===== src/rtl/timer_core_gen_pkg.sv =====
// Shared types and constants for the timer core: FSM state encoding,
// flag bit positions and count-direction codes.
package timer_pkg;

    typedef enum logic [1:0] {
        IDLE = 2'd0,
        RUN  = 2'd1,
        DONE = 2'd2
    } state_e;

    localparam int FLG_OVF = 0;
    localparam int FLG_UDF = 1;
    localparam int FLG_CMP = 2;

    localparam logic DIR_UP = 1'b0;
    localparam logic DIR_DN = 1'b1;

endpackage


===== src/rtl/timer_core_gen_if.sv =====
// Configuration/status bundle between the APB register block (master)
// and the timer core (slave).
interface timer_core_gen_if
    import timer_pkg::*;
#(
    parameter int CNT_W = 16,
    parameter int CKS_W = 2
);

    logic             en;
    logic [CKS_W-1:0] cks;
    logic             dir;
    logic             oneshot;
    logic             cfg_reconf;
    logic             load;
    logic [CNT_W-1:0] load_val;
    logic [CNT_W-1:0] cmp_val;
    logic [2:0]       clr_flags;
    logic [2:0]       irq_en;

    logic [CNT_W-1:0] cnt;
    logic             count_en;
    logic [2:0]       flags;
    logic [1:0]       state_o;
    logic             irq;

    modport master (
        output en, cks, dir, oneshot, cfg_reconf, load, load_val,
               cmp_val, clr_flags, irq_en,
        input  cnt, count_en, flags, state_o, irq
    );

    modport slave (
        input  en, cks, dir, oneshot, cfg_reconf, load, load_val,
               cmp_val, clr_flags, irq_en,
        output cnt, count_en, flags, state_o, irq
    );

endinterface


===== src/rtl/timer_core_gen_prescaler.sv =====
// Power-of-two prescaler: free-running ps_cnt while running, one-cycle
// tick whenever the low (cks+1) bits of ps_cnt are all ones.
module timer_prescaler
    import timer_pkg::*;
#(
    parameter int CKS_W = 2
) (
    input  logic             pclk,
    input  logic             preset_n,
    input  logic             run,
    input  logic [CKS_W-1:0] cks,
    input  logic             cfg_reconf,
    output logic             count_en
);

    localparam int PS_W = 2 ** CKS_W;

    logic [PS_W-1:0] ps_cnt_q;
    logic [PS_W-1:0] ps_cnt_d;
    logic [PS_W-1:0] tick_mask;

    // Bits 0..cks participate in the tick; cks only masks, so a change of
    // cks without cfg_reconf applies at once to the running count.
    always_comb begin
        tick_mask = '0;
        for (int i = 0; i < PS_W; i++) begin
            tick_mask[i] = (i <= int'(cks));
        end
    end

    // Outside RUN the count is parked at zero, so every entry into RUN
    // starts a fresh prescaler period without a separate restart input.
    always_comb begin
        ps_cnt_d = ps_cnt_q + PS_W'(1);
        if (cfg_reconf || !run) begin
            ps_cnt_d = '0;
        end
    end

    always_ff @(posedge pclk) begin
        if (!preset_n) begin
            ps_cnt_q <= '0;
        end else begin
            ps_cnt_q <= ps_cnt_d;
        end
    end

    assign count_en = run && ((ps_cnt_q & tick_mask) == tick_mask) && !cfg_reconf;

endmodule


===== src/rtl/timer_core_gen.sv =====
// Timer core: up/down counter stepped by the prescaler tick, one-shot or
// auto-reload operation, compare match, sticky flags and registered irq.
module timer_core_gen
    import timer_pkg::*;
#(
    parameter int CNT_W = 16,
    parameter int CKS_W = 2
) (
    input  logic              pclk,
    input  logic              preset_n,
    timer_core_gen_if.slave   bus
);

    state_e           state_q;
    state_e           state_d;
    logic [CNT_W-1:0] cnt_q;
    logic [CNT_W-1:0] cnt_d;
    logic [2:0]       flags_q;
    logic [2:0]       flags_d;
    logic [2:0]       flag_set;
    logic             irq_q;
    logic             irq_d;
    logic             run;
    logic             count_en;
    logic             wrap;

    function automatic logic [CNT_W-1:0] step_cnt(input logic [CNT_W-1:0] v,
                                                   input logic            d);
        return (d == DIR_DN) ? v - CNT_W'(1) : v + CNT_W'(1);
    endfunction

    function automatic logic at_limit(input logic [CNT_W-1:0] v,
                                      input logic            d);
        return (d == DIR_DN) ? (v == '0) : (v == '1);
    endfunction

    assign run = (state_q == RUN);

    timer_prescaler #(
        .CKS_W (CKS_W)
    ) u_prescaler (
        .pclk       (pclk),
        .preset_n   (preset_n),
        .run        (run),
        .cks        (bus.cks),
        .cfg_reconf (bus.cfg_reconf),
        .count_en   (count_en)
    );

    // A load overrides the tick entirely: no step, no wrap, no compare.
    always_comb begin
        cnt_d    = cnt_q;
        flag_set = '0;
        wrap     = 1'b0;
        if (bus.load) begin
            cnt_d = bus.load_val;
        end else if (count_en) begin
            cnt_d             = step_cnt(cnt_q, bus.dir);
            wrap              = at_limit(cnt_q, bus.dir);
            flag_set[FLG_OVF] = wrap && (bus.dir == DIR_UP);
            flag_set[FLG_UDF] = wrap && (bus.dir == DIR_DN);
            flag_set[FLG_CMP] = (cnt_d == bus.cmp_val);
        end
    end

    // Set beats clear on a collision; irq follows the flags one cycle late.
    always_comb begin
        flags_d = (flags_q & ~bus.clr_flags) | flag_set;
        irq_d   = |(flags_q & bus.irq_en);
    end

    always_comb begin
        state_d = state_q;
        case (state_q)
            IDLE: begin
                if (bus.en) state_d = RUN;
            end
            RUN: begin
                if (!bus.en) begin
                    state_d = IDLE;
                end else if (bus.oneshot && wrap) begin
                    state_d = DONE;
                end
            end
            DONE: begin
                if (!bus.en) state_d = IDLE;
            end
            default: state_d = IDLE;
        endcase
    end

    always_ff @(posedge pclk) begin
        if (!preset_n) begin
            state_q <= IDLE;
            cnt_q   <= '0;
            flags_q <= '0;
            irq_q   <= 1'b0;
        end else begin
            state_q <= state_d;
            cnt_q   <= cnt_d;
            flags_q <= flags_d;
            irq_q   <= irq_d;
        end
    end

    assign bus.cnt      = cnt_q;
    assign bus.count_en = count_en;
    assign bus.flags    = flags_q;
    assign bus.state_o  = state_q;
    assign bus.irq      = irq_q;

endmodule


===== src/flat_wrapper.sv =====
// flat-port wrapper written by rule: the top's interface ports become plain ports
module timer_core_gen_flat import timer_pkg::*;
#(
    parameter int CNT_W = 16,
    parameter int CKS_W = 2
)
  (pclk, preset_n, bus_en, bus_cks, bus_dir, bus_oneshot, bus_cfg_reconf, bus_load, bus_load_val, bus_cmp_val, bus_clr_flags, bus_irq_en, bus_cnt, bus_count_en, bus_flags, bus_state_o, bus_irq);
  timer_core_gen_if #(.CNT_W(CNT_W), .CKS_W(CKS_W)) bus_i ();
  input  logic pclk;
  input  logic preset_n;
  input wire logic [$bits(bus_i.en)-1:0] bus_en;
  input wire logic [$bits(bus_i.cks)-1:0] bus_cks;
  input wire logic [$bits(bus_i.dir)-1:0] bus_dir;
  input wire logic [$bits(bus_i.oneshot)-1:0] bus_oneshot;
  input wire logic [$bits(bus_i.cfg_reconf)-1:0] bus_cfg_reconf;
  input wire logic [$bits(bus_i.load)-1:0] bus_load;
  input wire logic [$bits(bus_i.load_val)-1:0] bus_load_val;
  input wire logic [$bits(bus_i.cmp_val)-1:0] bus_cmp_val;
  input wire logic [$bits(bus_i.clr_flags)-1:0] bus_clr_flags;
  input wire logic [$bits(bus_i.irq_en)-1:0] bus_irq_en;
  output wire logic [$bits(bus_i.cnt)-1:0] bus_cnt;
  output wire logic [$bits(bus_i.count_en)-1:0] bus_count_en;
  output wire logic [$bits(bus_i.flags)-1:0] bus_flags;
  output wire logic [$bits(bus_i.state_o)-1:0] bus_state_o;
  output wire logic [$bits(bus_i.irq)-1:0] bus_irq;
  assign bus_i.en = bus_en;
  assign bus_i.cks = bus_cks;
  assign bus_i.dir = bus_dir;
  assign bus_i.oneshot = bus_oneshot;
  assign bus_i.cfg_reconf = bus_cfg_reconf;
  assign bus_i.load = bus_load;
  assign bus_i.load_val = bus_load_val;
  assign bus_i.cmp_val = bus_cmp_val;
  assign bus_i.clr_flags = bus_clr_flags;
  assign bus_i.irq_en = bus_irq_en;
  assign bus_cnt = bus_i.cnt;
  assign bus_count_en = bus_i.count_en;
  assign bus_flags = bus_i.flags;
  assign bus_state_o = bus_i.state_o;
  assign bus_irq = bus_i.irq;
  timer_core_gen #(.CNT_W(CNT_W), .CKS_W(CKS_W)) u_core (.pclk(pclk), .preset_n(preset_n), .bus(bus_i));
endmodule

===== config.mk =====
export PLATFORM = sky130hd
export DESIGN_NAME = timer_core_gen_flat
export DESIGN_NICKNAME = d
export VERILOG_FILES = /design/src/rtl/timer_core_gen_pkg.sv /design/src/rtl/timer_core_gen_if.sv /design/src/rtl/timer_core_gen_prescaler.sv /design/src/rtl/timer_core_gen.sv /design/src/flat_wrapper.sv
export SDC_FILE = /design/constraint.sdc
export NUM_CORES = 1
export LEC_CHECK = 0
export CAP_MARGIN = 20
export CORE_MARGIN = 3
export CORE_UTILIZATION = 45
export DETAILED_ROUTE_END_ITERATION = 12
export PLACE_DENSITY = 0.88
export SLEW_MARGIN = 20
export SYNTH_ARGS = -nofsm -noshare
export SYNTH_HDL_FRONTEND = slang
export SYNTH_SLANG_ARGS = --single-unit
export TNS_END_PERCENT = 100

===== constraint.sdc =====
create_clock -name pclk -period 3.06 [get_ports pclk]
set_input_delay 0.612 -clock pclk [delete_from_list [all_inputs] [get_ports pclk]]
set_output_delay 0.612 -clock pclk [all_outputs]
set_load 0.005 [all_outputs]

==> impl_metrics.ini <==
[global_routing]
grt_pass1_vias = 2646
global_route_usage_over_all_layers_pct = 25.5
grt_pass1_wl_mm = 12.6
grt_max_degree = 28
global_route.overflow_total = 0
grt_antenna_before_repair = 0

[route]
route.detailed.vias_per_inst = 5.72
drt-pass1-iter-count = 4
drt_wl_total_mm = 7.86
routed-via-count = 2620
drc = 0
post_drt_wl_per_cell_um = 17.2
drt_iter0_markers = 259
post_route_antenna_net_violation_count = 0

[synthesis]
edff_count_synth = 0
synthesis.instances = 287
synth_top_cells_by_area = sky130_fd_sc_hd__dfxtp_1, sky130_fd_sc_hd__ha_1, sky130_fd_sc_hd__a21oi_1, sky130_fd_sc_hd__xnor2_1, sky130_fd_sc_hd__xor2_1
mean_area_per_synthesized_cell_um2 = 8.19
synth-seq-cells = 26
seq_area_frac_synth_pct = 22.2
synth-warning-count = 0
mappedNetlistNets = 350
async_reset_ff_share_pct = 0
synth_top_cell_by_area = sky130_fd_sc_hd__dfxtp_1
dominantRegCellSynth = sky130_fd_sc_hd__dfxtp_1
yosys.cell_types.count = 64
syn-cell-area_mm2 = 0.00235
yosysTopAreaCellShare_pct = 22.2

[setup_path]
cp_top_family = buffers and inverters
cp-end-kind = primary output
critical_path.cell_chain = clkdlybuf4s50_1 -> nor2_1 -> nand3_1 -> a221o_2 -> inv_1 -> clkdlybuf4s50_1
crit-reg2reg-launch = u_core.bus.cnt[1]$_SDFFE_PN0P_
critical_path_fanouts_max = 3
cp_num_buf_inv = 3
reg2reg_depth = 9
worst-r2r-setup-slack_ps = 390
worst-endpoint-arrival_ps = 2160
kind_of_launch_point_of_the_worst_setup_path = primary input
crit_path_frequent_cell = sky130_fd_sc_hd__clkdlybuf4s50_1
rr_endpoint = u_core.bus.cnt[15]$_SDFFE_PN0P_
critical_path_class = in -> out
cp.required_ps = 2450
crit_slowest_cell = sky130_fd_sc_hd__clkdlybuf4s50_1
critical_path.max_stage_delay_ps = 500

[sta]
worst_clock_skew_ps = 4.57
period_minus_slack_ps = 2770
min_period_over_period_pct = 90.6
fmax_ghz = 0.361
rsz0062_at_grt = false
final-hold-violation-count = 0
timing.final.max_slew_violations = 0
final-setup-viol-count = 0
worst_slew_margin_rel_pct = 57.4
fin_setup_tns_ps = 0
worstMarginPinSlew_ps = 639

[hold_path]
min_to = u_core.u_prescaler.ps_cnt_q[0]$_SDFF_PP0_
timing.hold.worst.class = reg -> reg
hold_path_depth = 1
min-delay-start = u_core.u_prescaler.ps_cnt_q[0]$_SDFF_PP0_

[cts]
hold_buffers = 0
cts.clk_slew.worst_paths_ps = 90
clk_path_buf_depth = 2
cts_post_setup_buffers_inserted = 0
cts_htree_levels = 1
worst_skew_pair.late_latency_ps = 280
tritoncts.num_buffers = 3
cts_tree = done
ctsRootBufferMaster = sky130_fd_sc_hd__clkbuf_8
cts.sink_count = 26

[layout]
fin_util_pct = 71.4
antennaDiodeCount = 0
area_delta_synth_final_pct = 48.2
final_common_cell = sky130_fd_sc_hd__clkdlybuf4s50_1
design.final.nets = 455
commonest_non_fill_non_tap_cells_in_the_layout = sky130_fd_sc_hd__clkdlybuf4s50_1, sky130_fd_sc_hd__buf_4, sky130_fd_sc_hd__a21oi_1
drive_above_1_share_pct = 17.4

[die]
core_area_mm2 = 0.00488
fp.dieH_um = 78.3
top_level_ports = 70
die_area_mm2 = 0.00612
die_width_um = 78.3
floorplan.initialDensity_pct = 48.2
number_of_placement_rows = 25

[outcome]
status = completed

[power]
max-vdd-ir-drop_mv = 0.210
power.leakage_nw = 1.48
power_per_cell_area_mw_per_mm2 = 347

[run]
max-cap-violations = 0

[place]
finalWeightedCongestion = 0.906
port_buffers = 69
place_hpwl_mm = 5.98
==> logic make-up (layout without fill, tap and decap cells) <==
group	after synthesis	after routing	synth area share, %
flops	26	26	22.2
mux	3	3	1.33
fa+ha+maj	16	16	8.84
compound gates	94	94	27.0
buf+inv	20	124	4.37
simple gates	95	95	20.7
xor+xnor	33	33	15.6
==> what timing repair did <==
| item | CTS | global route |
|---|---|---|
| endpoints found under the hold margin | 0 | 0 |
| gates resized for setup | 1 | 7 |
| cloned | 0 | 0 |
| setup endpoints to repair | 3 | 2 |
==> per-layer routing <==
metal	share of wire [%]	GRT usage [%]	wire, µm	vias to the layer above
li1	-	-	-	1269
met4	1.9	6.82	147	0
met3	6.0	3.10	469	15
met5	0	0	0	-
met2	50	45.4	3930	108
met1	42	32.3	3310	1228
==> synth_stat cells, types with 5 or more instances <==
cell / count
sky130_fd_sc_hd__a21oi_1: 35
sky130_fd_sc_hd__xnor2_1: 14
sky130_fd_sc_hd__nand2b_1: 6
sky130_fd_sc_hd__nand2_1: 20
sky130_fd_sc_hd__o21ai_0: 16
sky130_fd_sc_hd__nor2_1: 28
sky130_fd_sc_hd__a211oi_1: 5
sky130_fd_sc_hd__ha_1: 15
sky130_fd_sc_hd__dfxtp_1: 26
sky130_fd_sc_hd__xor2_1: 13
sky130_fd_sc_hd__nand3_1: 7
sky130_fd_sc_hd__nand4_1: 8
sky130_fd_sc_hd__inv_1: 6
sky130_fd_sc_hd__a31oi_1: 5
sky130_fd_sc_hd__clkbuf_1: 8
==> through the flow <==
| step | power [W] | cells | area (µm²) | hold slack (ps) | setup WS (ps) |
|---|---|---|---|---|---|
| 5_1_grt | 0.00127 | 458 | 3480 | 516 | 106 |
| 6_report | 0.00121 | 458 | 3480 | 477 | 286 |
| 4_1_cts | 0.00119 | 458 | 3460 | 482 | 96.2 |
| 2_1_floorplan | 0.000667 | 287 | 2350 | 430 | 430 |
| 3_5_place_dp | 0.000899 | 454 | 3390 | 460 | -457 |
| 3_3_place_gp | 0.000885 | 454 | 3390 | 451 | -326 |
==> cell type report <==
type                            instances  area, µm²
Multi-Input combinational cell        241       1750
Fill cell                             388       1400
Clock buffer                            3       41.3
Clock inverter                          1       30.0
Inverter                                7       26.3
Tap cell                               67       83.8
Timing Repair Buffer                  113       1030
Sequential cell                        26        520
==> worst max-delay path by stage <==
stage	startpoint	to	slack [ps]	depth (start not counted)
after floorplan	bus_dir	u_core.bus.flags[2]$_SDFF_PN0_	430	9
after global placement	bus_dir	u_core.bus.cnt[15]$_SDFFE_PN0P_	-330	11
after detailed placement	bus_dir	u_core.bus.cnt[15]$_SDFFE_PN0P_	-460	11
after CTS	bus_dir	u_core.bus.flags[2]$_SDFF_PN0_	100	10
after global routing	bus_dir	u_core.bus.flags[2]$_SDFF_PN0_	110	10
final	bus_cfg_reconf	bus_count_en	290	6
==> power breakdown <==
group	internal, W	total [W]	switching (W)
Combinational	0.000295	0.000537	0.000242
Clock	0.000175	0.000293	0.000118
Sequential	0.000353	0.000377	0.0000241
==> sequential cells by signal (all words and copies together) (netlist names) <==
register	count
u_core.bus.cnt	16
u_core.bus.state_o	2
u_core.bus.flags	3
u_core.u_prescaler.ps_cnt_q	4
u_core.bus.irq	1
(Power assumes the default switching activity.)
